--- src/rtl/pipelined_control_unit_if.sv ---
// -----------------------------------------------------------------------------
// pipelined_control_unit_if
// Groups the decode-side handshake and the ID/EX control bundle of
// pipelined_control_unit into one interface.
//   slave  : the control unit (consumes instruction fields and stall/flush,
//            drives id_ready, md_busy and the registered bundle)
//   master : the surrounding pipeline (fetch/decode and execute stages)
// Signals:
//   in_valid, op[6:0], funct3[2:0], funct7[6:0]  decode-stage instruction
//   ex_stall, flush                              execute-stage back-pressure/kill
//   id_ready                                     instruction accepted this cycle
//   ex_valid + control bits                      registered ID/EX bundle
//   md_busy                                      multi-cycle M op in progress
// -----------------------------------------------------------------------------
interface pipelined_control_unit_if;
  logic       in_valid;
  logic [6:0] op;
  logic [2:0] funct3;
  logic [6:0] funct7;
  logic       ex_stall;
  logic       flush;
  logic       id_ready;
  logic       ex_valid;
  logic       RegWrite;
  logic       MemWrite;
  logic       ALUSrc;
  logic       LoadSign;
  logic       Jump;
  logic       JumpReg;
  logic       Branch;
  logic       Illegal;
  logic [1:0] ResultSrc;
  logic [2:0] ImmSrc;
  logic [1:0] SizeSrc;
  logic [2:0] BranchType;
  logic [4:0] ALUControl;
  logic       md_busy;

  modport slave (
    input  in_valid, op, funct3, funct7, ex_stall, flush,
    output id_ready, ex_valid, RegWrite, MemWrite, ALUSrc, LoadSign, Jump,
           JumpReg, Branch, Illegal, ResultSrc, ImmSrc, SizeSrc, BranchType,
           ALUControl, md_busy
  );

  modport master (
    output in_valid, op, funct3, funct7, ex_stall, flush,
    input  id_ready, ex_valid, RegWrite, MemWrite, ALUSrc, LoadSign, Jump,
           JumpReg, Branch, Illegal, ResultSrc, ImmSrc, SizeSrc, BranchType,
           ALUControl, md_busy
  );
endinterface

--- src/rtl/pipelined_control_unit.sv ---
// -----------------------------------------------------------------------------
// pipelined_control_unit
// RV32I instruction decoder with an ID/EX pipeline register. Decodes
// op/funct3/funct7 into the execute-stage control bundle, holds it under
// ex_stall, kills it on flush and parks multi-cycle multiply/divide ops in a
// WAIT state until their latency has elapsed.
// Ports:
//   clk    rising-edge clock
//   rst_n  asynchronous reset, active-low
//   cu     pipelined_control_unit_if.slave (handshake + registered bundle)
// Parameters:
//   MUL_CYCLES  execute latency of MUL/MULH/MULHSU/MULHU (1..255)
//   DIV_CYCLES  execute latency of DIV/DIVU/REM/REMU (1..255)
// Build option:
//   RV32M_EN  when defined, M ops decode and use the WAIT state; otherwise
//             funct7=0000001 on an R-type opcode decodes as Illegal.
// -----------------------------------------------------------------------------
module pipelined_control_unit #(
  parameter int MUL_CYCLES = 1,
  parameter int DIV_CYCLES = 32
) (
  input  logic                           clk,
  input  logic                           rst_n,
  pipelined_control_unit_if.slave        cu
);

  typedef struct packed {
    logic       reg_write;
    logic       mem_write;
    logic       alu_src;
    logic       load_sign;
    logic       jump;
    logic       jump_reg;
    logic       branch;
    logic       illegal;
    logic [1:0] result_src;
    logic [2:0] imm_src;
    logic [1:0] size_src;
    logic [2:0] branch_type;
    logic [4:0] alu_control;
  } ctl_t;

  localparam logic [6:0] OP_R      = 7'b0110011;
  localparam logic [6:0] OP_I      = 7'b0010011;
  localparam logic [6:0] OP_LOAD   = 7'b0000011;
  localparam logic [6:0] OP_STORE  = 7'b0100011;
  localparam logic [6:0] OP_BRANCH = 7'b1100011;
  localparam logic [6:0] OP_JAL    = 7'b1101111;
  localparam logic [6:0] OP_JALR   = 7'b1100111;
  localparam logic [6:0] OP_LUI    = 7'b0110111;
  localparam logic [6:0] OP_AUIPC  = 7'b0010111;
  localparam logic [6:0] F7_M      = 7'b0000001;

  localparam logic [4:0] ALU_ADD  = 5'b00000;
  localparam logic [4:0] ALU_SUB  = 5'b00001;
  localparam logic [4:0] ALU_AND  = 5'b00010;
  localparam logic [4:0] ALU_OR   = 5'b00011;
  localparam logic [4:0] ALU_XOR  = 5'b00100;
  localparam logic [4:0] ALU_SLTU = 5'b00101;
  localparam logic [4:0] ALU_SLT  = 5'b00110;
  localparam logic [4:0] ALU_PASS = 5'b00111;
  localparam logic [4:0] ALU_SLL  = 5'b01000;
  localparam logic [4:0] ALU_SRL  = 5'b01001;
  localparam logic [4:0] ALU_SRA  = 5'b01010;
  localparam logic [4:0] ALU_ILL  = 5'b01111;

  if (MUL_CYCLES < 1 || MUL_CYCLES > 255 || DIV_CYCLES < 1 || DIV_CYCLES > 255) begin : g_bad_latency
    $error("pipelined_control_unit: MUL_CYCLES/DIV_CYCLES must be in 1..255");
  end

  // ALU op from funct3; alt (funct7[5]) picks SUB only for R-type, SRA for both.
  function automatic logic [4:0] alu_op(input logic [2:0] f3, input logic alt, input logic is_reg);
    logic [4:0] r;
    case (f3)
      3'b000:  r = (alt && is_reg) ? ALU_SUB : ALU_ADD;
      3'b001:  r = ALU_SLL;
      3'b010:  r = ALU_SLT;
      3'b011:  r = ALU_SLTU;
      3'b100:  r = ALU_XOR;
      3'b101:  r = alt ? ALU_SRA : ALU_SRL;
      3'b110:  r = ALU_OR;
      3'b111:  r = ALU_AND;
      default: r = ALU_ILL;
    endcase
    return r;
  endfunction

  function automatic ctl_t illegal_ctl();
    ctl_t c;
    c             = '0;
    c.illegal     = 1'b1;
    c.imm_src     = 3'b111;
    c.alu_control = ALU_ILL;
    return c;
  endfunction

  ctl_t dec_s;
  ctl_t out_r;
  ctl_t out_nx_s;
  logic valid_r;
  logic valid_nx_s;
  logic id_ready_s;

`ifdef RV32M_EN
  typedef enum logic [0:0] {ST_IDLE = 1'b0, ST_WAIT = 1'b1} state_t;

  localparam logic [7:0] MUL_N = 8'(MUL_CYCLES);
  localparam logic [7:0] DIV_N = 8'(DIV_CYCLES);

  state_t     state_r;
  state_t     state_nx_s;
  logic [7:0] cnt_r;
  logic [7:0] cnt_nx_s;
  ctl_t       held_r;
  ctl_t       held_nx_s;
  logic       is_m_s;
  logic [7:0] m_lat_s;

  assign m_lat_s = cu.funct3[2] ? DIV_N : MUL_N;
`endif

  // Instruction-field decode into a control bundle.
  always_comb begin
    dec_s = '0;
`ifdef RV32M_EN
    is_m_s = 1'b0;
`endif
    case (cu.op)
      OP_R: begin
        if (cu.funct7 == F7_M) begin
`ifdef RV32M_EN
          is_m_s            = 1'b1;
          dec_s.reg_write   = 1'b1;
          dec_s.alu_control = {2'b10, cu.funct3};
`else
          dec_s = illegal_ctl();
`endif
        end else begin
          dec_s.reg_write   = 1'b1;
          dec_s.alu_control = alu_op(cu.funct3, cu.funct7[5], 1'b1);
        end
      end
      OP_I: begin
        dec_s.reg_write   = 1'b1;
        dec_s.alu_src     = 1'b1;
        dec_s.alu_control = alu_op(cu.funct3, cu.funct7[5], 1'b0);
        // Shift-immediates take a 5-bit shamt instead of the I immediate.
        dec_s.imm_src     = (cu.funct3[1:0] == 2'b01) ? 3'b101 : 3'b000;
      end
      OP_LOAD: begin
        dec_s.reg_write  = 1'b1;
        dec_s.alu_src    = 1'b1;
        dec_s.result_src = 2'b01;
        case (cu.funct3)
          3'b000:  begin dec_s.size_src = 2'b10; dec_s.load_sign = 1'b1; end
          3'b001:  begin dec_s.size_src = 2'b01; dec_s.load_sign = 1'b1; end
          3'b010:  begin dec_s.size_src = 2'b00; dec_s.load_sign = 1'b1; end
          3'b100:  begin dec_s.size_src = 2'b10; dec_s.load_sign = 1'b0; end
          3'b101:  begin dec_s.size_src = 2'b01; dec_s.load_sign = 1'b0; end
          default: begin dec_s.size_src = 2'b00; dec_s.load_sign = 1'b0; end
        endcase
      end
      OP_STORE: begin
        dec_s.mem_write = 1'b1;
        dec_s.alu_src   = 1'b1;
        dec_s.imm_src   = 3'b001;
        case (cu.funct3)
          3'b000:  dec_s.size_src = 2'b10;
          3'b001:  dec_s.size_src = 2'b01;
          default: dec_s.size_src = 2'b00;
        endcase
      end
      OP_BRANCH: begin
        dec_s.branch      = 1'b1;
        dec_s.imm_src     = 3'b010;
        dec_s.branch_type = cu.funct3;
        dec_s.alu_control = ALU_SUB;
      end
      OP_JAL: begin
        dec_s.reg_write  = 1'b1;
        dec_s.jump       = 1'b1;
        dec_s.result_src = 2'b10;
        dec_s.imm_src    = 3'b011;
      end
      OP_JALR: begin
        dec_s.reg_write  = 1'b1;
        dec_s.jump_reg   = 1'b1;
        dec_s.alu_src    = 1'b1;
        dec_s.result_src = 2'b10;
      end
      OP_LUI: begin
        dec_s.reg_write   = 1'b1;
        dec_s.alu_src     = 1'b1;
        dec_s.imm_src     = 3'b100;
        dec_s.alu_control = ALU_PASS;
      end
      OP_AUIPC: begin
        dec_s.reg_write = 1'b1;
        dec_s.alu_src   = 1'b1;
        dec_s.imm_src   = 3'b100;
      end
      default: dec_s = illegal_ctl();
    endcase
  end

  // Next-state, next-bundle and handshake logic; flush overrides everything.
  always_comb begin
    valid_nx_s = valid_r;
    out_nx_s   = out_r;
    id_ready_s = 1'b0;
`ifdef RV32M_EN
    state_nx_s = state_r;
    cnt_nx_s   = cnt_r;
    held_nx_s  = held_r;
`endif
    if (cu.flush) begin
      valid_nx_s = 1'b0;
      out_nx_s   = '0;
`ifdef RV32M_EN
      state_nx_s = ST_IDLE;
      cnt_nx_s   = 8'd0;
`endif
`ifdef RV32M_EN
    end else if (state_r == ST_WAIT) begin
      // The counter runs regardless of ex_stall; only the release waits for it.
      if (cnt_r != 8'd0) begin
        cnt_nx_s = cnt_r - 8'd1;
      end else if (!cu.ex_stall) begin
        valid_nx_s = 1'b1;
        out_nx_s   = held_r;
        state_nx_s = ST_IDLE;
      end else begin
        cnt_nx_s = 8'd0;
      end
`endif
    end else if (cu.ex_stall) begin
      valid_nx_s = valid_r;
    end else begin
      id_ready_s = 1'b1;
      if (cu.in_valid) begin
`ifdef RV32M_EN
        if (is_m_s && (m_lat_s != 8'd1)) begin
          valid_nx_s = 1'b0;
          out_nx_s   = '0;
          held_nx_s  = dec_s;
          cnt_nx_s   = m_lat_s - 8'd1;
          state_nx_s = ST_WAIT;
        end else begin
          valid_nx_s = 1'b1;
          out_nx_s   = dec_s;
        end
`else
        valid_nx_s = 1'b1;
        out_nx_s   = dec_s;
`endif
      end else begin
        valid_nx_s = 1'b0;
        out_nx_s   = '0;
      end
    end
  end

  // ID/EX pipeline register.
  always_ff @(posedge clk or negedge rst_n) begin
    if (!rst_n) begin
      valid_r <= 1'b0;
      out_r   <= '0;
    end else begin
      valid_r <= valid_nx_s;
      out_r   <= out_nx_s;
    end
  end

`ifdef RV32M_EN
  // Multi-cycle FSM state, latency counter and the parked M-op bundle.
  always_ff @(posedge clk or negedge rst_n) begin
    if (!rst_n) begin
      state_r <= ST_IDLE;
      cnt_r   <= 8'd0;
      held_r  <= '0;
    end else begin
      state_r <= state_nx_s;
      cnt_r   <= cnt_nx_s;
      held_r  <= held_nx_s;
    end
  end

  assign cu.md_busy = (state_r == ST_WAIT);
`else
  assign cu.md_busy = 1'b0;
`endif

  assign cu.id_ready   = id_ready_s;
  assign cu.ex_valid   = valid_r;
  assign cu.RegWrite   = out_r.reg_write;
  assign cu.MemWrite   = out_r.mem_write;
  assign cu.ALUSrc     = out_r.alu_src;
  assign cu.LoadSign   = out_r.load_sign;
  assign cu.Jump       = out_r.jump;
  assign cu.JumpReg    = out_r.jump_reg;
  assign cu.Branch     = out_r.branch;
  assign cu.Illegal    = out_r.illegal;
  assign cu.ResultSrc  = out_r.result_src;
  assign cu.ImmSrc     = out_r.imm_src;
  assign cu.SizeSrc    = out_r.size_src;
  assign cu.BranchType = out_r.branch_type;
  assign cu.ALUControl = out_r.alu_control;

endmodule

--- src/flat_wrapper.sv ---
// flat-port wrapper written by rule: the top's interface ports become plain ports
module pipelined_control_unit_flat 
#(
  parameter int MUL_CYCLES = 1,
  parameter int DIV_CYCLES = 32
)
  (clk, rst_n, cu_in_valid, cu_op, cu_funct3, cu_funct7, cu_ex_stall, cu_flush, cu_id_ready, cu_ex_valid, cu_RegWrite, cu_MemWrite, cu_ALUSrc, cu_LoadSign, cu_Jump, cu_JumpReg, cu_Branch, cu_Illegal, cu_ResultSrc, cu_ImmSrc, cu_SizeSrc, cu_BranchType, cu_ALUControl, cu_md_busy);
  pipelined_control_unit_if cu_i ();
  input  logic clk;
  input  logic rst_n;
  input wire logic [$bits(cu_i.in_valid)-1:0] cu_in_valid;
  input wire logic [$bits(cu_i.op)-1:0] cu_op;
  input wire logic [$bits(cu_i.funct3)-1:0] cu_funct3;
  input wire logic [$bits(cu_i.funct7)-1:0] cu_funct7;
  input wire logic [$bits(cu_i.ex_stall)-1:0] cu_ex_stall;
  input wire logic [$bits(cu_i.flush)-1:0] cu_flush;
  output wire logic [$bits(cu_i.id_ready)-1:0] cu_id_ready;
  output wire logic [$bits(cu_i.ex_valid)-1:0] cu_ex_valid;
  output wire logic [$bits(cu_i.RegWrite)-1:0] cu_RegWrite;
  output wire logic [$bits(cu_i.MemWrite)-1:0] cu_MemWrite;
  output wire logic [$bits(cu_i.ALUSrc)-1:0] cu_ALUSrc;
  output wire logic [$bits(cu_i.LoadSign)-1:0] cu_LoadSign;
  output wire logic [$bits(cu_i.Jump)-1:0] cu_Jump;
  output wire logic [$bits(cu_i.JumpReg)-1:0] cu_JumpReg;
  output wire logic [$bits(cu_i.Branch)-1:0] cu_Branch;
  output wire logic [$bits(cu_i.Illegal)-1:0] cu_Illegal;
  output wire logic [$bits(cu_i.ResultSrc)-1:0] cu_ResultSrc;
  output wire logic [$bits(cu_i.ImmSrc)-1:0] cu_ImmSrc;
  output wire logic [$bits(cu_i.SizeSrc)-1:0] cu_SizeSrc;
  output wire logic [$bits(cu_i.BranchType)-1:0] cu_BranchType;
  output wire logic [$bits(cu_i.ALUControl)-1:0] cu_ALUControl;
  output wire logic [$bits(cu_i.md_busy)-1:0] cu_md_busy;
  assign cu_i.in_valid = cu_in_valid;
  assign cu_i.op = cu_op;
  assign cu_i.funct3 = cu_funct3;
  assign cu_i.funct7 = cu_funct7;
  assign cu_i.ex_stall = cu_ex_stall;
  assign cu_i.flush = cu_flush;
  assign cu_id_ready = cu_i.id_ready;
  assign cu_ex_valid = cu_i.ex_valid;
  assign cu_RegWrite = cu_i.RegWrite;
  assign cu_MemWrite = cu_i.MemWrite;
  assign cu_ALUSrc = cu_i.ALUSrc;
  assign cu_LoadSign = cu_i.LoadSign;
  assign cu_Jump = cu_i.Jump;
  assign cu_JumpReg = cu_i.JumpReg;
  assign cu_Branch = cu_i.Branch;
  assign cu_Illegal = cu_i.Illegal;
  assign cu_ResultSrc = cu_i.ResultSrc;
  assign cu_ImmSrc = cu_i.ImmSrc;
  assign cu_SizeSrc = cu_i.SizeSrc;
  assign cu_BranchType = cu_i.BranchType;
  assign cu_ALUControl = cu_i.ALUControl;
  assign cu_md_busy = cu_i.md_busy;
  pipelined_control_unit #(.MUL_CYCLES(MUL_CYCLES), .DIV_CYCLES(DIV_CYCLES)) u_core (.clk(clk), .rst_n(rst_n), .cu(cu_i));
endmodule
--- config.mk ---
export PLATFORM = sky130hd
export DESIGN_NAME = pipelined_control_unit_flat
export DESIGN_NICKNAME = d
export VERILOG_FILES = /design/src/rtl/pipelined_control_unit_if.sv /design/src/rtl/pipelined_control_unit.sv /design/src/flat_wrapper.sv
export SDC_FILE = /design/constraint.sdc
export NUM_CORES = 1
export LEC_CHECK = 0
export ABC_AREA = 1
export CAP_MARGIN = 20
export CORE_AREA = 3 3 56 68
export CTS_BUF_LIST = sky130_fd_sc_hd__clkbuf_16
export CTS_CLUSTER_DIAMETER = 50
export DETAILED_ROUTE_END_ITERATION = 6
export DIE_AREA = 0 0 59 71
export PLACE_DENSITY = 0.85
export SLEW_MARGIN = 30
export SYNTH_ARGS = -nofsm -noshare
export SYNTH_HDL_FRONTEND = slang
export SYNTH_SLANG_ARGS = --single-unit
--- constraint.sdc ---
create_clock -name clk -period 1.45 [get_ports clk]
set_input_delay 0.145 -clock clk [delete_from_list [all_inputs] [get_ports clk]]
set_output_delay 0.145 -clock clk [all_outputs]
set_load 0.05 [all_outputs]
# ---- After elaboration in Yosys (flattened, before gate mapping)
# Index checks and enable logic that the tools add are counted.
dict set report totals {
  ff_bits 24
  in_bits 22
  out_inout_bits 26
  elab_cells 76
}
dict set report op_classes {
  n_eq_ne 19
  mux 32
  reduce_logical 11
}
# op count
set ops {}
lappend ops {{5-bit case mux with 8 select lines} 2}
lappend ops {{23-bit 2-to-1 mux} 3}
lappend ops {{5-bit case mux with 5 select lines} 1}
lappend ops {{7-bit by 6-bit == test with 1-bit output, second input constant} 3}
lappend ops {{7-bit == test, second input constant} 3}
lappend ops {{3-bit case mux with 7 select lines} 1}
lappend ops {{1-bit case mux with 2 select lines} 8}
lappend ops {{7-bit by 5-bit == test with 1-bit output, second input constant} 2}
lappend ops {{3-bit == test, second input constant} 4}
lappend ops {{2-bit case mux with 3 select lines} 2}
lappend ops {{6-bit OR reduction} 2}
lappend ops {{11-bit 2-to-1 mux} 1}
lappend ops {{2-bit OR reduction} 5}
lappend ops {{1-bit 2-to-1 mux} 8}
lappend ops {{2-bit case mux with 2 select lines} 2}
lappend ops {{8-bit OR reduction} 1}
lappend ops {{7-bit by 1-bit == test with 1-bit output, second input constant} 1}
lappend ops {{7-bit by 2-bit == test with 1-bit output, second input constant} 1}
lappend ops {{3-bit by 2-bit == test with 1-bit output, second input constant} 2}
lappend ops {{3-bit case mux with 2 select lines} 1}
lappend ops {{5-bit 2-to-1 mux} 1}
lappend ops {{5-bit OR reduction} 1}
lappend ops {{3-bit by 1-bit == test with 1-bit output, second input constant} 1}
lappend ops {{3-bit logical NOT} 1}
lappend ops {{other kinds (5)} 5}

# ---- Depth between registers and ports, before layout
# Gate-level depths: netlist of run 1.
dict set report depth {
  word_depth 7
  ltp_mapped 11
  mapped_depth_nobuf 11
}

# ---- Worst setup path after synthesis of run 1
# OpenSTA, ideal clock, no wires.
dict set report synth_timing {
  kind {input to register}
  start {input port cu_flush}
  end {register u_core.out_r, in the netlist u_core.cu.SizeSrc[1]}
  setup_time_ns 0.090
  arrival_time_ns 1.451
  required_ns 1.360
  path_slack_ns -0.092
  cell_stages 5
  path_buffers 0
  cell_sequence {nor2_1 nand2_1 inv_1 nand2_1 o221ai_1}
}
dict set report synth_via {
  elab_chain_cells 1
  word_cells_on_any_way 2
  classes_between {1 x eq/ne; 1 x mux}
}
# item line
set synth_lines {}
lappend synth_lines {{start: declaration} flat_wrapper.sv:16} ;# input wire logic [$bits(cu_i.flush)-1:0] cu_flush;
lappend synth_lines {{2-bit by 1-bit != test with 1-bit output (no line) / 23-bit 2-to-1 mux (equally long branches)} n/a}
lappend synth_lines {{end signal: assignment} pipelined_control_unit.sv:270} ;# out_r <= out_nx_s;
lappend synth_lines {{end: declaration} pipelined_control_unit.sv:98} ;# ctl_t out_r;
# Several ways; a longest one is shown, not always the timed one.
# A chain may end at the register's enable or synchronous reset.

# ---- Worst setup path in the final report of run 1
dict set report layout_timing {
  start {input port cu_op[5]}
  end {register u_core.out_r, in the netlist u_core.cu.ImmSrc[0]}
}
dict set report layout_via {
  elab_chain_cells 6
  word_cells_on_any_way 15
  classes_between {9 x eq/ne; 4 x mux; 2 x reduce/logical}
}
# item line
set layout_lines {}
lappend layout_lines {{start: declaration} flat_wrapper.sv:12} ;# input wire logic [$bits(cu_i.op)-1:0] cu_op;
lappend layout_lines {{7-bit by 6-bit == test with 1-bit output (tied with other cells)} pipelined_control_unit.sv:128} ;# case (cu.op)
lappend layout_lines {{2-bit OR reduction (no line)} n/a}
lappend layout_lines {{3-bit case mux with 7 select lines (*)} pipelined_control_unit.sv:128}
lappend layout_lines {{23-bit 2-to-1 mux (*)} pipelined_control_unit.sv:240} ;# if (cu.in_valid) begin
lappend layout_lines {{23-bit 2-to-1 mux (*)} pipelined_control_unit.sv:236} ;# end else if (cu.ex_stall) begin
lappend layout_lines {{23-bit 2-to-1 mux (*)} pipelined_control_unit.sv:216} ;# if (cu.flush) begin
# Mark *: on every way between the ends. The rest lies on a longest branch, timed or not. The select of a mux whose other input is x is not followed.

==> metrics.csv, run 1 <==
stage,metric,value,unit
detailed_routing,WL/cell,10.4,µm
power_and_ir_drop,Comb power frac,21.4,%
timing,fin crit share,90.3,%
detailed_routing,vias per cell,4.59,
cts,CTS root buffer,clkbuf_16,
power_and_ir_drop,P_sw,0.419,mW
run_status,status,"finished, final reports clean",
timing,skew final,0,ps
detailed_routing,DRT antenna net count,0,
place,port bufs,45,
global_routing,first-pass GRT wire length,5350,µm
worst_setup_path,critical path launch point type,primary input,
yosys,synthesized instance count,205,
final_layout,Synth-to-Final Area Change,49.6,%
global_routing,largest net degree at the start of global routing,24,
cts,TritonCTS clock tree,yes,
worst_setup_path,Arrival @ worst endpoint,1450,ps
global_routing,total global-route track usage,16.0,%
power_and_ir_drop,maximum VDD drop,716,µV
global_routing,vias in the first global route,1316,
floorplanning,full die area,0.00419,mm²
yosys,count of warnings emitted by yosys,0,
final_layout,Non-Filler Instances,310,
place,post-detail-place hpwl,2680,µm
detailed_routing,drt drc,0,
detailed_routing,Vias,1424,
final_layout,# diodes,0,
timing,Max Freq,0.764,GHz
timing,Final Hold Vio Count,0,
yosys,post-synth cell types,26,
global_routing,initial antenna violation count,0,
cts,CTS H-tree lvls,1,
worst_setup_path,Crit Path Class,in2reg,
power_and_ir_drop,Power Dens Cells,751,mW/mm²
floorplanning,Die X,59,µm
cts,post-CTS setup buffers,0,
floorplanning,Rows,23,
global_routing,total grt overflow,0,
cts,Skew-Pair Late Insertion Delay,250,ps
timing,Final setup viols,0,
yosys,synthesized area per cell,6.88,µm²
cts,CTS Buf Count,3,
power_and_ir_drop,Sw Ratio,26.4,%
timing,fin. max-slew vios,0,
cts,Clock Tree Buf Depth,2,
run,Max Cap Viol,0,
cts,Worst-path clk slew,60,ps
yosys,Seq cells post-synth,23,
detailed_routing,final WL,3210,µm
place,GPL Wtd Cong,0.871,
power_and_ir_drop,static leakage,1.21,nW
floorplanning,Initial Util,43.0,%
worst_hold_path,HP Class,in2async,
floorplanning,floorplan core area,0.00328,mm²
yosys,"Seq/Total Area, Yosys",40.8,%
place,Placed Cells,306,
worst_setup_path,"Max FO, Critical Path",7,
floorplanning,Die Y,71,µm
detailed_routing,first-pass iteration count of the detailed router,4,
worst_setup_path,WP data required,1590,ps
timing,final hold slack,234,ps
final_layout,share of layout cells above drive strength 1,28.6,%
power_and_ir_drop,Internal,1.17,mW
final_layout,Post-layout nets,296,
power_and_ir_drop,part of the power in registers,42.0,%
detailed_routing,Iter 0 DRT Violations,32,
yosys,Netlist Area Pre-Place,0.00141,mm²
floorplanning,Ports,48,
power_and_ir_drop,Clock power frac,36.6,%
final_layout,number of fill cells,283,
worst_setup_path,CP endpoint kind,flip-flop,
cts,clk sinks,23,
timing,RSZ-0062 raised after global routing,no,
timing,minimum clock period,1310,ps
## layout by cell type, fill, tap and decap left out
cell and count:
a21oi_1 3, buf_12 1, buf_4 46, clkbuf_16 3, clkdlybuf4s50_1 19, clkinv_2 1, conb_1 2, dfrtp_1 23
dlymetal6s2s_1 2, inv_1 19, inv_2 7, nand2_1 84, nand2_2 1, nand2_4 3, nand2_8 1, nand3_1 11
nand3_2 2, nand4_1 1, nor2_1 19, nor2_2 6, nor2_4 4, nor3_1 1, nor3_4 1, o21ai_0 3
o21ai_1 6, o21ai_2 2, o221ai_1 1, o22ai_1 1
## sequential cells by signal, summed over array words and instances, names as in the netlist
name and count:
u_core.cu.JumpReg 1, u_core.cu.BranchType 3, u_core.cu.ResultSrc 2, u_core.cu.Illegal 1, u_core.cu.LoadSign 1, u_core.cu.SizeSrc 2, u_core.cu.ALUSrc 1, u_core.cu.RegWrite 1
u_core.cu.MemWrite 1, u_core.cu.ex_valid 1, u_core.cu.Branch 1, u_core.cu.Jump 1, u_core.cu.ImmSrc 3, u_core.cu.ALUControl 4
## through the flow
stage / power, mW / setup TNS [ps] / setup slack, ps / utilization (%) / area (µm²)
6_report: 1.59 / 0 / 141 / 64.4 / 2110
5_1_grt: 1.66 / 0 / 7.18 / 64.4 / 2110
4_1_cts: 1.59 / 0 / 127 / 63.5 / 2080
3_5_place_dp: 1.01 / -1150 / -139 / 61.1 / 2000
3_3_place_gp: 1.01 / -780 / -102 / 61.1 / 2000
2_1_floorplan: 0.852 / 0 / 192 / - / 1420
## cell usage after synthesis
| cell type | instances | area share (%) |
|---|---|---|
| nor3_1 | 1 | 0.35 |
| inv_1 | 19 | 5.1 |
| inv_2 | 7 | 1.9 |
| dfrtp_1 | 23 | 41 |
| o22ai_1 | 1 | 0.44 |
| o21ai_0 | 3 | 1.1 |
| nand3_1 | 11 | 3.9 |
| buf_4 | 2 | 1.1 |
| nor2_2 | 6 | 2.7 |
| nor2_1 | 21 | 5.6 |
| o221ai_1 | 1 | 0.62 |
| nand4_1 | 1 | 0.44 |
| nand2_4 | 3 | 2.4 |
| nand2_1 | 84 | 22 |
| a21oi_1 | 3 | 1.1 |
| nand2_8 | 1 | 1.4 |
| o21ai_2 | 1 | 0.62 |
| conb_1 | 1 | 0.27 |
| clkbuf_1 | 1 | 0.27 |
| o21ai_1 | 7 | 2.5 |
| nand2_2 | 1 | 0.44 |
| buf_6 | 1 | 0.80 |
| nand3_2 | 2 | 1.4 |
| buf_2 | 1 | 0.35 |
| nor2_4 | 2 | 1.6 |
| nor3_2 | 1 | 0.71 |
## cell families (layout without fill, tap and decap cells)
family | Yosys count | after routing | synth area share, %
simple gates | 134 | 134 | 43.3
buf+inv | 31 | 98 | 9.40
flops | 23 | 23 | 40.8
compound gates | 16 | 16 | 6.29
other cells | 1 | 2 | 0.266
## power by group through the flow
stage                     Clock [mW]  Combinational (mW)  Sequential [mW]
after floorplan                    0               0.119            0.733
after global placement             0               0.332            0.678
after detailed placement           0               0.336            0.678
after CTS                      0.587               0.337            0.667
after global routing           0.617               0.370            0.668
final                          0.580               0.340            0.667
## worst max-delay path, cell delays in order
cell	delay, ps
clkdlybuf4s50_1	560
nand3_2	150
inv_2	120
nand2_4	60
o21ai_2	80
nor2_2	70
nand2_4	90
nand2_1	60
nand2_1	60
nand2_1	50
## layout make-up
cell class                      instances  area (µm²)  share of cell area (%)
Clock buffer                            3        75.1                    3.55
Clock inverter                          1        5.00                   0.237
Inverter                               26        97.6                    4.62
Multi-Input combinational cell        152         732                    34.7
Sequential cell                        23         576                    27.3
Tap cell                               37        46.3                    2.19
Timing Repair Buffer                   68         581                    27.5
## path summary, 6_finish.rpt
| path | from | endpoint | slack (ps) | depth (start not counted) |
|---|---|---|---|---|
| min in group clk | cu_op[4] | u_core.cu.SizeSrc[0] | 450 | 6 |
| hold / removal | rst_n | u_core.cu.ex_valid | 230 | 2 |
| max in group asynchronous | rst_n | u_core.cu.BranchType[1] | 990 | 2 |
| setup reg to reg | u_core.cu.SizeSrc[1] | u_core.cu.SizeSrc[1] | 770 | 2 |
| hold reg to reg | u_core.cu.Illegal | u_core.cu.Illegal | 480 | 2 |
| setup / recovery | cu_op[5] | u_core.cu.ImmSrc[0] | 140 | 10 |
## timing repair
item,4_1_cts,5_1_grt
setup endpoints to repair,0,9
resized for setup,0,7
hold buffers,0,0
endpoints found under the hold margin,0,0
## layer usage
| layer | GRT usage, % | vias to the layer above | part of all wire [%] |
|---|---|---|---|
| met5 | 0 | - | 0 |
| met4 | 6.55 | 0 | 2.2 |
| met3 | 1.82 | 6 | 5.3 |
| met2 | 26.3 | 43 | 48 |
| met1 | 20.9 | 614 | 44 |
| li1 | - | 761 | - |
No activity file was read; power rests on OpenSTA's default activity.
==> run 2: changes to the inputs <==
==> constraint.sdc (replaced) <==
create_clock -name clk -period 1.38 [get_ports clk]
set_input_delay 0.138 -clock clk [delete_from_list [all_inputs] [get_ports clk]]
set_output_delay 0.138 -clock clk [all_outputs]
set_load 0.05 [all_outputs]
==> run 2 against run 1 <==
Net effect:
- global-route usage increased by 3.2 points
- sequential cell count unchanged
- combinational power increased by 21%
- critical endpoint is now u_core.cu.ALUControl[3]
==> metrics.csv, run 2 (synthesized netlist as in run 1, its figures left out) <==
stage,metric,value,unit
cts,CTS H-tree lvls,1,
place,DP Area,0.00231,mm²
floorplanning,floorplan core area,0.00328,mm²
cts,TritonCTS clock tree,yes,
power_and_ir_drop,Internal,1.27,mW
run,Max Cap Viol,0,
detailed_routing,final WL,3810,µm
worst_setup_path,Crit Path Class,in2reg,
floorplanning,Die X,59,µm
cts,Skew-Pair Late Insertion Delay,260,ps
place,Setup WS pre-CTS,-270,ps
detailed_routing,Iter 0 DRT Violations,52,
detailed_routing,DRT antenna net count,0,
final_layout,number of flip-flops in the largest register,4,
power_and_ir_drop,maximum VDD drop,567,µV
timing,skew final,0,ps
power_and_ir_drop,final total power,1.74,mW
global_routing,vias in the first global route,1490,
place,post-detail-place hpwl,2910,µm
power_and_ir_drop,Sw Ratio,27.1,%
final_layout,most frequent cells in the layout,"82 x nand2_1, 26 x buf_4, 24 x buf_12",
final_layout,Post-layout nets,299,
global_routing,first-pass GRT wire length,6240,µm
timing,Final setup viols,0,
power_and_ir_drop,Power Dens Cells,712,mW/mm²
cts,CTS root buffer,clkbuf_16,
final_layout,Synth-to-Final Area Change,73.4,%
power_and_ir_drop,Clock power frac,35.7,%
floorplanning,Rows,23,
place,Placed Cells,308,
cts,hold_buf cts,0,
final_layout,Non-Filler Instances,313,
worst_setup_path,Arrival @ worst endpoint,1500,ps
detailed_routing,drt drc,0,
timing,fin. max-slew vios,0,
timing,RSZ-0062 raised after global routing,yes,
floorplanning,Die Y,71,µm
timing,Max Freq,0.768,GHz
place,GPL Wtd Cong,0.899,
power_and_ir_drop,P_sw,0.472,mW
final_layout,# diodes,0,
final_layout,Finished Cell Area,0.00245,mm²
cts,clk sinks,23,
cts,Clock Tree Buf Depth,2,
cts,Worst-path clk slew,60,ps
worst_setup_path,"Max FO, Critical Path",8,
timing,Final Hold Vio Count,0,
floorplanning,Initial Util,43.0,%
detailed_routing,first-pass iteration count of the detailed router,4,
timing,fin crit share,94.3,%
worst_setup_path,critical path launch point type,primary input,
worst_hold_path,HP Class,in2async,
power_and_ir_drop,Comb power frac,23.6,%
floorplanning,Ports,48,
detailed_routing,vias per cell,4.85,
cts,CTS Buf Count,3,
run_status,status,"finished, final reports clean",
power_and_ir_drop,part of the power in registers,40.8,%
power_and_ir_drop,static leakage,1.32,nW
global_routing,total grt overflow,0,
floorplanning,full die area,0.00419,mm²
final_layout,share of layout cells above drive strength 1,31.5,%
worst_setup_path,CP endpoint kind,flip-flop,
timing,Setup WS post-layout,78.5,ps
global_routing,total global-route track usage,19.1,%
global_routing,initial antenna violation count,0,
timing,minimum clock period,1300,ps
place,port bufs,45,
detailed_routing,WL/cell,12.2,µm
global_routing,largest net degree at the start of global routing,24,
final_layout,"commonest non-fill, non-tap cell in the layout",nand2_1,
worst_setup_path,WP data required,1580,ps
detailed_routing,Vias,1519,
-- run 2: cell types whose count changed in the layout (fill, tap and decap cells not counted), moves of 3 or more --
cell / before / now
buf_4: 46 / 26
dlymetal6s2s_1: 2 / 5
buf_12: 1 / 24
clkdlybuf4s50_1: 19 / 14
nor2_2: 6 / 9
-- run 2: per-layer routing --
layer | routed length [µm] | vias up | GRT usage, % | part of all wire, %
met5 | 0 | - | 0 | 0
met4 | 121 | 0 | 10.1 | 3.2
met3 | 180 | 8 | 2.92 | 4.7
met2 | 2040 | 49 | 33.7 | 54
met1 | 1470 | 696 | 21.6 | 38
li1 | - | 766 | - | -
-- run 2: layout make-up --
class,instances,area [µm²]
Multi-Input combinational cell,152,747
Inverter,26,103
Sequential cell,23,576
Timing Repair Buffer,71,896
Tap cell,37,46.3
Clock inverter,1,5.00
Clock buffer,3,75.1
Fill cell,219,833
-- run 2: power groups by stage --
| stage | clock network, mW | logic, mW | registers [mW] |
|---|---|---|---|
| 4_1_cts | 0.623 | 0.405 | 0.710 |
| 5_1_grt | 0.655 | 0.439 | 0.712 |
| 3_3_place_gp | 0 | 0.393 | 0.722 |
| 2_1_floorplan | 0 | 0.125 | 0.770 |
| 6_report | 0.621 | 0.410 | 0.710 |
| 3_5_place_dp | 0 | 0.401 | 0.722 |
-- run 2: worst paths after layout --
kind / slack [ps] / to / start / depth (start not counted)
min: 240 / u_core.cu.ex_valid / rst_n / 2
max reg2reg: 640 / u_core.cu.SizeSrc[1] / u_core.cu.SizeSrc[1] / 2
max in group asynchronous: 900 / u_core.cu.Branch / rst_n / 2
max: 80 / u_core.cu.ALUControl[3] / cu_op[1] / 11
min reg2reg: 540 / u_core.cu.Branch / u_core.cu.Branch / 2
min in group clk: 450 / u_core.cu.SizeSrc[1] / cu_funct3[0] / 5
-- run 2: critical path: stages --
cell and delay (ps):
clkdlybuf4s50_1 470, nand2_2 80, inv_4 90, nand2_8 90
nor2_4 160, inv_2 70, nor2_2 130, a21oi_1 90
nand2_1 70, nand2_1 50, nand2_1 50
-- run 2: repair_timing --
| action | in CTS | in global routing |
|---|---|---|
| setup endpoints to repair | 1 | 8 |
| pin swaps | 0 | 3 |
| buffers inserted | 0 | 1 |
| gates resized for setup | 3 | 16 |
-- run 2: metrics by stage --
step / utilization [%] / setup TNS (ps) / hold slack [ps]
detailed placement: 70.3 / -2420 / 524
global placement: 70.3 / -1730 / 510
CTS: 72.9 / 0 / 261
finish: 74.6 / 0 / 245
floorplan: - / 0 / -158
global route: 74.6 / -86.9 / 275
==> run 3: changes to the inputs <==
==> constraint.sdc (replaced) <==
create_clock -name clk -period 1.6 [get_ports clk]
set_input_delay 0.16 -clock clk [delete_from_list [all_inputs] [get_ports clk]]
set_output_delay 0.16 -clock clk [all_outputs]
set_load 0.05 [all_outputs]
==> run 3 against run 2 <==
Net effect:
- setup slack gained 140 ps
- core utilization shrank 16 points
- via count shrank 7.0%
- die area is the same
- cell area shrank 21%
- wire length shrank 20%
- critical path depth shrank 1
- clock power shrank 18%
- sequential power shrank 15%
- sequential cell count is the same
- count of clock-buffer cells in the layout is the same
- highest routed layer unchanged
==> metrics.csv, run 3 (synthesized netlist as in run 1, its figures left out) <==
stage,metric,value,unit
run,Max Cap Viol,0,
worst_setup_path,CP max stage cell,clkdlybuf4s50_1,
floorplanning,Die X,59,µm
worst_setup_path,"Max FO, Critical Path",7,
worst_setup_path,critical path launch point type,primary input,
timing,final hold slack,254,ps
timing,Max Freq,0.724,GHz
place,DP Area,0.00186,mm²
detailed_routing,Vias,1412,
worst_setup_path,Top delay family on crit path,simple AND/OR/NAND/NOR gates,
worst_setup_path,Crit Path Class,in2reg,
global_routing,total grt overflow,0,
final_layout,share of layout cells above drive strength 1,21.7,%
cts,Skew-Pair Late Insertion Delay,250,ps
worst_setup_path,WP buf/inv,2,
global_routing,largest net degree at the start of global routing,24,
cts,hold_buf cts,0,
worst_setup_path,CP dominant cell by count,nand2_1,
worst_setup_path,CP endpoint kind,flip-flop,
place,GPL Wtd Cong,0.853,
timing,fin. max-slew vios,0,
timing,minimum clock period,1380,ps
global_routing,first-pass GRT wire length,5260,µm
floorplanning,floorplan core area,0.00328,mm²
power_and_ir_drop,final total power,1.39,mW
final_layout,fin util,59.1,%
run_status,status,"finished, final reports clean",
timing,skew final,0,ps
floorplanning,full die area,0.00419,mm²
floorplanning,Die Y,71,µm
cts,CTS root buffer,clkbuf_16,
final_layout,area of the multi-input gates,707,µm²
worst_setup_path,Arrival @ worst endpoint,1520,ps
final_layout,# diodes,0,
cts,post-CTS setup buffers,0,
floorplanning,Ports,48,
floorplanning,Rows,23,
final_layout,Synth-to-Final Area Change,37.3,%
detailed_routing,Iter 0 DRT Violations,32,
floorplanning,Initial Util,43.0,%
final_layout,number of flip-flops in the largest register,4,
place,Setup WS pre-CTS,-30.9,ps
global_routing,met2 Use GR,26.8,%
power_and_ir_drop,Power Dens Cells,717,mW/mm²
timing,fin crit share,86.4,%
final_layout,Reg area,576,µm²
cts,Worst-path clk slew,60,ps
final_layout,"commonest non-fill, non-tap cell in the layout",nand2_1,
global_routing,grt met1 use,19.3,%
cts,CTS resizes,0,
worst_setup_path,chain of cells forming the critical path,"clkdlybuf4s50_1, inv_2, nor3_2, nand2_4, nand2_2, nor2_2, nand2_4, nand2_1, nand2_1, nand2_1",
global_routing,initial antenna violation count,0,
detailed_routing,drt drc,0,
final_layout,Post-layout nets,277,
power_and_ir_drop,static leakage,1.10,nW
timing,Setup WS post-layout,218,ps
timing,Final Hold Vio Count,0,
cts,Clock Tree Buf Depth,2,
final_layout,number of fill cells,325,
global_routing,grt peak-use layer,met2,
detailed_routing,vias per cell,4.85,
global_routing,vias in the first global route,1293,
cts,CTS Buf Count,3,
place,port bufs,45,
worst_setup_path,slowest cell delay on critical path,540,ps
timing,RSZ-0062 raised after global routing,no,
place,post-detail-place hpwl,2570,µm
cts,CTS H-tree lvls,1,
detailed_routing,first-pass iteration count of the detailed router,4,
worst_hold_path,HP Class,in2async,
final_layout,most frequent cells in the layout,"84 x nand2_1, 27 x buf_4, 23 x dfrtp_1",
worst_setup_path,WP data required,1740,ps
final_layout,Finished Cell Area,0.00194,mm²
global_routing,met3 Use GR,3.83,%
detailed_routing,final WL,3070,µm
global_routing,total global-route track usage,15.8,%
detailed_routing,DRT antenna net count,0,
timing,Final setup viols,0,
cts,TritonCTS clock tree,yes,
detailed_routing,WL/cell,10.5,µm
power_and_ir_drop,maximum VDD drop,529,µV
cts,clk sinks,23,
-- run 3: final cells by class --
cell class | count | area share [%]
flip-flops and latches | 23 | 29.7
repair buffers | 49 | 22.3
multi-input cells | 152 | 36.5
inverters | 26 | 5.04
clock buffers | 3 | 3.87
clock inverters | 1 | 0.194
well taps | 37 | 2.39
-- run 3: worst reg2reg max path: stages (launching register included) --
cell and delay [ps]:
dfrtp_1 370, nand2_1 80, o221ai_1 100
-- run 3: report_power, final --
part	switching, mW	internal [mW]
Combinational	0.172	0.104
Clock	0.178	0.332
Sequential	0.00758	0.596
Total	0.358	1.03
-- run 3: through the flow --
stage | instances | TNS (ps)
floorplan | 206 | 0
global placement | 287 | -8.90
detailed placement | 287 | -147
CTS | 291 | 0
global route | 291 | 0
finish | 291 | 0
-- run 3: worst paths after layout --
| kind | startpoint | to | slack, ps | depth (start not counted) |
|---|---|---|---|---|
| min | rst_n | u_core.cu.ex_valid | 250 | 2 |
| max | cu_op[5] | u_core.cu.ALUControl[3] | 220 | 10 |
| max in group asynchronous | rst_n | u_core.cu.BranchType[2] | 1120 | 2 |
| min in group clk | u_core.cu.ex_valid | u_core.cu.ex_valid | 470 | 2 |
| max reg2reg | u_core.cu.SizeSrc[1] | u_core.cu.SizeSrc[1] | 930 | 2 |
| min reg2reg | u_core.cu.ex_valid | u_core.cu.ex_valid | 470 | 2 |
-- run 3: routing by layer --
metal	vias to the layer above	part of all wire [%]
met5	-	0
met4	0	1.2
met3	4	7.2
met2	52	50
met1	632	42
li1	724	-
